## src/rtl/mshr_mem_issuer.sv

```systemverilog
// mshr_mem_issuer: drains MSHR entries into tagged memory requests and returns tagged
// responses to the cache as line fills. Define MSHR_MEM_ISSUER_STATS_EN for perf counters.
module mshr_mem_issuer #(
  parameter int addr_bits       = 20,
  parameter int data_bits       = 90,
  parameter int mshr_tag_bits   = 3,
  parameter int cpu_id_bits     = 2,
  parameter int ASSOC_BITS      = 2,
  parameter int MAX_OUTSTANDING = 4
) (
  input  logic                     clk,
  input  logic                     reset,
  input  logic                     enable,
  input  logic                     rn_valid,
  input  logic [addr_bits-1:0]     rn_addr,
  input  logic [data_bits-1:0]     rn_data,
  input  logic                     rn_rw,
  input  logic                     rn_dirty,
  input  logic [cpu_id_bits-1:0]   rn_cpu_id,
  input  logic [mshr_tag_bits-1:0] rn_mshr_id,
  output logic                     read_next,
  output logic                     mem_req_valid,
  input  logic                     mem_req_ready,
  output logic [addr_bits-1:0]     mem_req_addr,
  output logic [data_bits-1:0]     mem_req_data,
  output logic                     mem_req_rw,
  output logic [mshr_tag_bits-1:0] mem_req_tag,
  input  logic                     mem_resp_valid,
  output logic                     mem_resp_ready,
  input  logic [mshr_tag_bits-1:0] mem_resp_tag,
  input  logic [data_bits-1:0]     mem_resp_data,
  output logic                     get,
  output logic [mshr_tag_bits-1:0] get_tag,
  input  logic                     get_valid,
  input  logic [addr_bits-1:0]     get_addr,
  input  logic                     get_rw,
  input  logic                     get_dirty,
  input  logic [cpu_id_bits-1:0]   get_cpu_id,
  input  logic [ASSOC_BITS-1:0]    get_victim,
  output logic                     fill_valid,
  input  logic                     fill_ready,
  output logic [addr_bits-1:0]     fill_addr,
  output logic [data_bits-1:0]     fill_data,
  output logic                     fill_dirty,
  output logic [cpu_id_bits-1:0]   fill_cpu_id,
  output logic [ASSOC_BITS-1:0]    fill_victim,
  output logic                     del,
  output logic [mshr_tag_bits-1:0] del_tag,
  output logic [mshr_tag_bits:0]   outstanding,
  output logic                     resp_err
`ifdef MSHR_MEM_ISSUER_STATS_EN
  ,
  output logic [31:0]              stat_req_cnt,
  output logic [31:0]              stat_resp_cnt,
  output logic [31:0]              stat_stall_cnt
`endif
);
  localparam int OW = mshr_tag_bits + 1;
  localparam logic [OW-1:0] MAX_O = OW'(MAX_OUTSTANDING);
  localparam logic [OW-1:0] ONE   = OW'(1);

  typedef enum logic {I_IDLE, I_REQ} i_state_t;
  typedef enum logic [1:0] {R_IDLE, R_GET, R_FILL, R_DEL} r_state_t;

  i_state_t                 i_state;
  r_state_t                 r_state;
  logic [mshr_tag_bits-1:0] resp_tag_q;
  logic                     req_fire;
  logic                     unused_rn;

  // Fill fields come from the MSHR lookup, not the read port.
  assign unused_rn = ^{rn_dirty, rn_cpu_id};

  // Valids and pulses are masked while frozen so no handshake can complete
  // on a cycle where the FSMs are not allowed to advance.
  assign read_next      = enable && (i_state == I_IDLE) && rn_valid && (outstanding < MAX_O);
  assign mem_req_valid  = enable && (i_state == I_REQ);
  assign req_fire       = mem_req_valid && mem_req_ready;
  assign mem_resp_ready = enable && (r_state == R_IDLE);
  assign get            = enable && (r_state == R_GET);
  assign fill_valid     = enable && (r_state == R_FILL);
  assign del            = enable && (r_state == R_DEL);
  assign get_tag        = resp_tag_q;
  assign del_tag        = resp_tag_q;

  always_ff @(posedge clk) begin
    if (!reset) begin
      i_state      <= I_IDLE;
      mem_req_addr <= '0;
      mem_req_data <= '0;
      mem_req_rw   <= 1'b0;
      mem_req_tag  <= '0;
    end else if (enable) begin
      unique case (i_state)
        I_IDLE: if (read_next) begin
          mem_req_addr <= rn_addr;
          mem_req_data <= rn_data;
          mem_req_rw   <= rn_rw;
          mem_req_tag  <= rn_mshr_id;
          i_state      <= I_REQ;
        end
        I_REQ: if (mem_req_ready) i_state <= I_IDLE;
        default: i_state <= I_IDLE;
      endcase
    end
  end

  always_ff @(posedge clk) begin
    if (!reset) begin
      r_state     <= R_IDLE;
      resp_tag_q  <= '0;
      fill_addr   <= '0;
      fill_data   <= '0;
      fill_dirty  <= 1'b0;
      fill_cpu_id <= '0;
      fill_victim <= '0;
    end else if (enable) begin
      unique case (r_state)
        R_IDLE: if (mem_resp_valid) begin
          resp_tag_q <= mem_resp_tag;
          fill_data  <= mem_resp_data;
          r_state    <= R_GET;
        end
        R_GET: begin
          fill_addr   <= get_addr;
          fill_dirty  <= get_dirty;
          fill_cpu_id <= get_cpu_id;
          fill_victim <= get_victim;
          if (!get_valid)  r_state <= R_IDLE;
          else if (get_rw) r_state <= R_DEL;
          else             r_state <= R_FILL;
        end
        R_FILL: if (fill_ready) r_state <= R_DEL;
        R_DEL:  r_state <= R_IDLE;
        default: r_state <= R_IDLE;
      endcase
    end
  end

  // Issue and retire in the same cycle cancel; a retire with nothing in
  // flight is a protocol error and must not wrap the counter.
  always_ff @(posedge clk) begin
    if (!reset) begin
      outstanding <= '0;
      resp_err    <= 1'b0;
    end else if (enable) begin
      if (req_fire && !del) begin
        outstanding <= outstanding + ONE;
      end else if (del && !req_fire) begin
        if (outstanding == '0) resp_err <= 1'b1;
        else outstanding <= outstanding - ONE;
      end
      if (get && !get_valid) resp_err <= 1'b1;
    end
  end

`ifdef MSHR_MEM_ISSUER_STATS_EN
  always_ff @(posedge clk) begin
    if (!reset) begin
      stat_req_cnt   <= '0;
      stat_resp_cnt  <= '0;
      stat_stall_cnt <= '0;
    end else begin
      if (req_fire) stat_req_cnt <= stat_req_cnt + 32'd1;
      if (del) stat_resp_cnt <= stat_resp_cnt + 32'd1;
      if (mem_req_valid && !mem_req_ready) stat_stall_cnt <= stat_stall_cnt + 32'd1;
    end
  end
`endif

endmodule

```

## config.mk

```make
export PLATFORM = sky130hd
export DESIGN_NAME = mshr_mem_issuer
export DESIGN_NICKNAME = d
export VERILOG_FILES = /design/src/rtl/mshr_mem_issuer.sv
export SDC_FILE = /design/constraint.sdc
export NUM_CORES = 1
export LEC_CHECK = 0
export CORE_AREA = 2 2 190 192
export DETAILED_ROUTE_END_ITERATION = 12
export DIE_AREA = 0 0 192 194
export PLACE_DENSITY = 0.66
export RECOVER_POWER = 100
export SYNTH_ARGS = -nofsm -noshare
export SYNTH_HDL_FRONTEND = slang
export SYNTH_SLANG_ARGS = --single-unit
```

## constraint.sdc

```tcl
create_clock -name clk -period 2.1 [get_ports clk]
set_input_delay 0.315 -clock clk [delete_from_list [all_inputs] [get_ports clk]]
set_output_delay 0.315 -clock clk [all_outputs]
set_load 0.005 [all_outputs]
```

; ---- Word level (Yosys, flattened, before mapping)
; Cells that the tools add are included.
[totals]
register_bits = 240
in_bits = 244
out_inout_bits = 246
wordCells = 66
[classes]
reduce_logical = 26
bitwise_logic = 1
add_sub_neg = 2
n_eq_ne = 7
n_mux = 15
order_cmp = 1
[ops]
columns = op, n
row1 = 1-bit logical AND, 12
row2 = 4-bit 2-to-1 mux, 3
row3 = 3-bit AND reduction, 4
row4 = 2-bit case mux with 4 select lines, 1
row5 = 1-bit 2-to-1 mux, 7
row6 = 2-bit 2-to-1 mux, 3
row7 = 2-bit != test (second input constant), 3
row8 = 2-bit nonzero test, 3
row9 = 4-bit by 1-bit adder with 4-bit output (second input constant), 1
row10 = 2-bit == test (second input constant), 2
row11 = 4-bit logical NOT, 1
row12 = 4-bit by 3-bit < comparator with 1-bit output (second input constant), 1
row13 = 4-bit AND reduction, 1
row14 = 4-bit by 1-bit subtractor with 4-bit output (second input constant), 1
row15 = 1-bit logical NOT, 3
row16 = 2-bit by 1-bit == test with 1-bit output (second input constant), 1
row17 = 2-bit logical NOT, 1
row18 = 2-bit by 1-bit != test with 1-bit output (second input constant), 1
row19 = 1-bit case mux with 2 select lines, 1
row20 = 2-bit AND reduction, 1
row21 = 1-bit NOT, 1

; ---- Depth between registers and ports, before layout
; Gate-level depths: netlist of the first run.
[depth]
word_depth = 7
mapped_depth = 9

; ---- Least setup slack after synthesis of the first run
; No wires, ideal clock.
[synth_timing]
path_kind = in2reg
from = input port enable
to = register outstanding[3]
setup_ns = 0.072
required_time_ns = 2.028
slack_ns = 0.128
cell_stages = 9
arrival_time_ns = 1.900
cell_sequence = clkbuf_1 > and3_1 > ha_1 > inv_1 > ha_1 > nand3_1 > and3_1 > o21ai_0 > mux2i_1
[synth_via]
elab_chain_len = 6
[synth_rtl]
columns = element, line_no
row1 = start: declaration, 13  ; input logic enable,
row2 = 1-bit logical AND, 77  ; assign mem_req_valid = enable && (i_state == I_REQ);
row3 = 1-bit logical AND, 78  ; assign req_fire = mem_req_valid && mem_req_ready;
row4 = 1-bit logical NOT, 149  ; end else if (del && !req_fire) begin
row5 = 1-bit logical AND, 149
row6 = 2-bit nonzero test (no line), --
row7 = 3-bit AND reduction (no line), --
row8 = end signal: assignment, 148  ; outstanding <= outstanding + ONE;
row9 = end signal: assignment, 151  ; else outstanding <= outstanding - ONE;
row10 = end: declaration, 49  ; output logic [mshr_tag_bits:0] outstanding,
; Several ways; a longest one is shown, not always the timed one.
; A chain may end at the register's enable or synchronous reset.

; ---- Worst setup path after layout of the first run
[layout_timing]
from = register i_state
to = output port read_next
[layout_via]
elab_chain_len = 4
[layout_rtl]
columns = element, line_no
row1 = start: declaration, 65  ; i_state_t i_state;
row2 = start signal: assignment, 88  ; i_state <= I_IDLE;
row3 = start signal: assignment, 100  ; i_state <= I_REQ;
row4 = start signal: assignment, 102  ; I_REQ: if (mem_req_ready) i_state <= I_IDLE;
row5 = 1-bit NOT (no line), --
row6 = 1-bit logical AND (3 in series), 76  ; assign read_next = enable && (i_state == I_IDLE) && rn_valid && (outstanding < MAX_O);
row7 = end: declaration, 21  ; output logic read_next,
; Every way passes these cells.

==> results.yml, run 1 <==
status:
  status: "complete, no violations"
cells_and_area:
  num-fill-cells: 3447
  drive_above_1_share_pct: 5.37
  fin_util_pct: 43.8
  diodes: 0
  nets: 1790
  synthToLayoutAreaGrowth_pct: 69.8
synthesis:
  synth-edff-count: 0
  synth_top_cell_by_area: "dfxtp_1"
  ys_top_cells_by_area: "dfxtp_1 53%, nand2_1 20%, a21boi_0 13%"
  synth.most_common_cell: "nand2_1"
  synth-seq-area-share_pct: 52.9
  syn_nets: 1328
  netlist_area_mm2: 0.00908
  synthArstFlopShare_pct: 0
  synth_top_area_share_pct: 52.9
  syn-instance-count: 1079
  synth_commonest_cells: "476 x nand2_1, 240 x dfxtp_1, 159 x a21boi_0, 76 x a21boi_1, 43 x clkbuf_1"
  syn_area_per_cell_um2: 8.41
  yosysWarnings: 0
  yosys_register_bits: 240
  ys_types: 32
  synth_top_flop_cell: "dfxtp_1"
drt:
  wl_per_cell_um: 15.1
  drtPass1Iterations: 4
  routed_wl_um: 30500
  antenna_left: 0
  remaining_drc_errors: 0
  num_vias: 8631
  viasPerCell: 4.26
  drt_iter0_markers: 315
floorplanning:
  core_mm2: 0.0352
  fp.dieW_um: 192
  rows: 69
  start_util_pct: 25.8
  die_height_um: 194
  io_pins: 490
  die_area_mm2: 0.0372
clocking:
  post_cts_buffers: 0
  cts_tree: "yes"
  cts_root_buffer: "clkbuf_16"
  cts-htree-levels: 1
  cts.sinks: 240
  clkTransAtPathRegs_ns: 0.06
  cts_hold_buffers: 0
  cts-buffers-inserted: 29
  cts_buffer_depth: 3
  clk_latency_ns: 0.54
timing:
  worst_pin_slew_ns: 0.573
  fin_crit_sh_pct: 96.9
  final_max_slew_viol_count: 0
  finalSetupViolations: 0
  max_slew_margin_pct: 61.8
  min_period_ns: 2.04
  rsz0062_at_grt: "yes"
  fmaxAchievable_mhz: 491
  hold_slack_ns: 0.289
  hold_viol: 0
  fin_worst_skew_ns: 0.0161
place:
  port_buffers: 486
  gp_routability_congestion: 0.792
  dpl.hpwl_um: 22000
worst_setup_path:
  max_stage_delay_ns: 0.54
  crit_arrival_ns: 1.72
  critPathRequiredTime_ns: 1.78
  slowest_stage: "or4_4"
  r2r-end: "outstanding[3]"
  endpoint_kind: "output pin"
  r2r-start: "i_state"
  reg2reg_slack_ns: 0.23
  worstSetupPathType: "reg -> out"
  crit_family: "simple AND/OR/NAND/NOR gates"
  worstSetupStartpointType: "flop"
  path_depth: 3
  crit_buf_inv: 2
  crit_fanout: 4
  path_cells: "or4_4 > inv_4 > clkdlybuf4s15_2"
  reg2reg_depth: 8
pwr:
  p_leak_nw: 5.53
  ir_drop_uv: 632
  p_per_area_mw_per_mm2: 737
global_routing:
  antenna_found_initial: 0
  grt_pass1_vias: 8551
  grt_pass1_wl_um: 46600
  track_usage_pct: 15.7
  grt_max_degree: 98
  gr-total-overflow: 0
min_path:
  hold_class: "in -> reg"
  hp-start: "reset"
  worstHoldPathCells: 3
  holdPathEnd: "resp_err"
run:
  maxCapViolCount: 0
## cell usage in the layout, fill, tap and decap left out, types with 2 or more instances in the layout
| cell type | Yosys | layout |
|---|---|---|
| clkinv_2 | 1 | 3 |
| nand3_1 | 5 | 5 |
| dfxtp_1 | 240 | 238 |
| ha_1 | 4 | 4 |
| o21ai_0 | 3 | 3 |
| inv_1 | 3 | 3 |
| and2_1 | 3 | 2 |
| a21oi_1 | 4 | 4 |
| clkbuf_16 | 0 | 29 |
| clkbuf_1 | 43 | 6 |
| mux2i_1 | 2 | 2 |
| dfxtp_2 | 0 | 2 |
| clkinvlp_4 | 0 | 3 |
| nor2b_1 | 3 | 3 |
| nand2_1 | 476 | 475 |
| dlygate4sd2_1 | 0 | 5 |
| a21boi_1 | 76 | 76 |
| clkbuf_8 | 0 | 11 |
| nor2_1 | 3 | 3 |
| buf_12 | 0 | 9 |
| nand3b_1 | 2 | 2 |
| buf_4 | 5 | 17 |
| buf_6 | 6 | 2 |
| and3_1 | 2 | 2 |
| clkdlybuf4s50_1 | 0 | 479 |
| a21boi_0 | 159 | 159 |
## state kept, by name, indices dropped and copies added (netlist names), 2 cells and up, named ones only
name          count
mem_req_tag       3
fill_cpu_id       2
del_tag           3
fill_data        90
outstanding       4
fill_addr        20
mem_req_addr     20
fill_victim       2
mem_req_data     90
## metrics by stage
stage / instance area (um2) / setup TNS [ns] / setup slack [ns] / power [mW] / cells
after global routing: 15400 / -0.000602 / -0.000602 / 11.9 / 2024
after global placement: 14400 / -27.35 / -0.364 / 6.48 / 1971
after floorplan: 9080 / 0 / 0.128 / 5.46 / 1079
after detailed placement: 14400 / -37.61 / -0.358 / 6.51 / 1971
after CTS: 15400 / 0 / 0.00473 / 11.6 / 2024
final: 15400 / 0 / 0.0644 / 11.4 / 2024
## worst reg2reg max path: stages (launching register included)
cell and delay (ns):
dfxtp_2 0.36, and3_1 0.18, ha_1 0.17, inv_1 0.07
ha_1 0.31, a21oi_1 0.19, a21oi_1 0.09, o21ai_0 0.22
mux2i_1 0.20
## final cells by class
cell class              instances  area [um2]  share of cell area, %
repair buffers                513        5180                   33.6
clock inverters                 7        71.3                  0.463
inverters                       5        22.5                  0.146
multi-input cells             752        3860                   25.0
flip-flops and latches        240        4810                   31.2
well taps                     461         577                   3.74
clock buffers                  46         900                   5.84
## power by group
part	internal [mW]	switching [mW]	total, mW
registers	4.76	0.104	4.87
clock network	3.04	1.93	4.97
logic	0.958	0.565	1.52
## kinds of logic (layout without fill, tap and decap cells)
group	count (synthesis)	after routing	synth area share, %
DFF	240	240	52.9
AOI/OAI and AO/OA	244	244	20.0
adders and majority gates	5	5	0.772
buffers and inverters	87	571	4.65
and+or+nand+nor	500	500	21.3
muxes	2	2	0.221
xor gates and xnor gates	1	1	0.0965
## layer usage
layer | vias up | track usage, % | wire length, um
met2 | 297 | 28.1 | 15200
met4 | 0 | 5.17 | 879
li1 | 4386 | - | -
met3 | 57 | 3.98 | 2440
met1 | 3891 | 17.9 | 12000
met5 | - | 0 | 0
## worst max-delay path by stage
stage / start / endpoint / slack (ns)
finish: i_state / read_next / 0.06
global route: i_state / read_next / -0.0006
CTS: i_state / read_next / 0.005
detailed placement: enable / outstanding[2] / -0.36
global placement: enable / outstanding[3] / -0.36
floorplan: enable / outstanding[3] / 0.13
## repair_timing
| item | CTS | global route |
|---|---|---|
| gates resized for setup | 10 | 3 |
| cloned | 0 | 0 |
| pin swaps | 0 | 1 |
| endpoints found under the setup margin | 5 | 3 |
Power figures use the tool's default switching activity.
==> run 2, diff against run 1 <==
Settings changed: SLEW_MARGIN from default to 15.
==> results of run 2 <==
The final DEF is identical to that of run 1; final timing and power are the same.
==> run 3, diff against run 2 <==
Settings changed: CAP_MARGIN from default to 20.
==> results of run 3 <==
The final DEF is identical to that of run 1; final timing and power are the same.
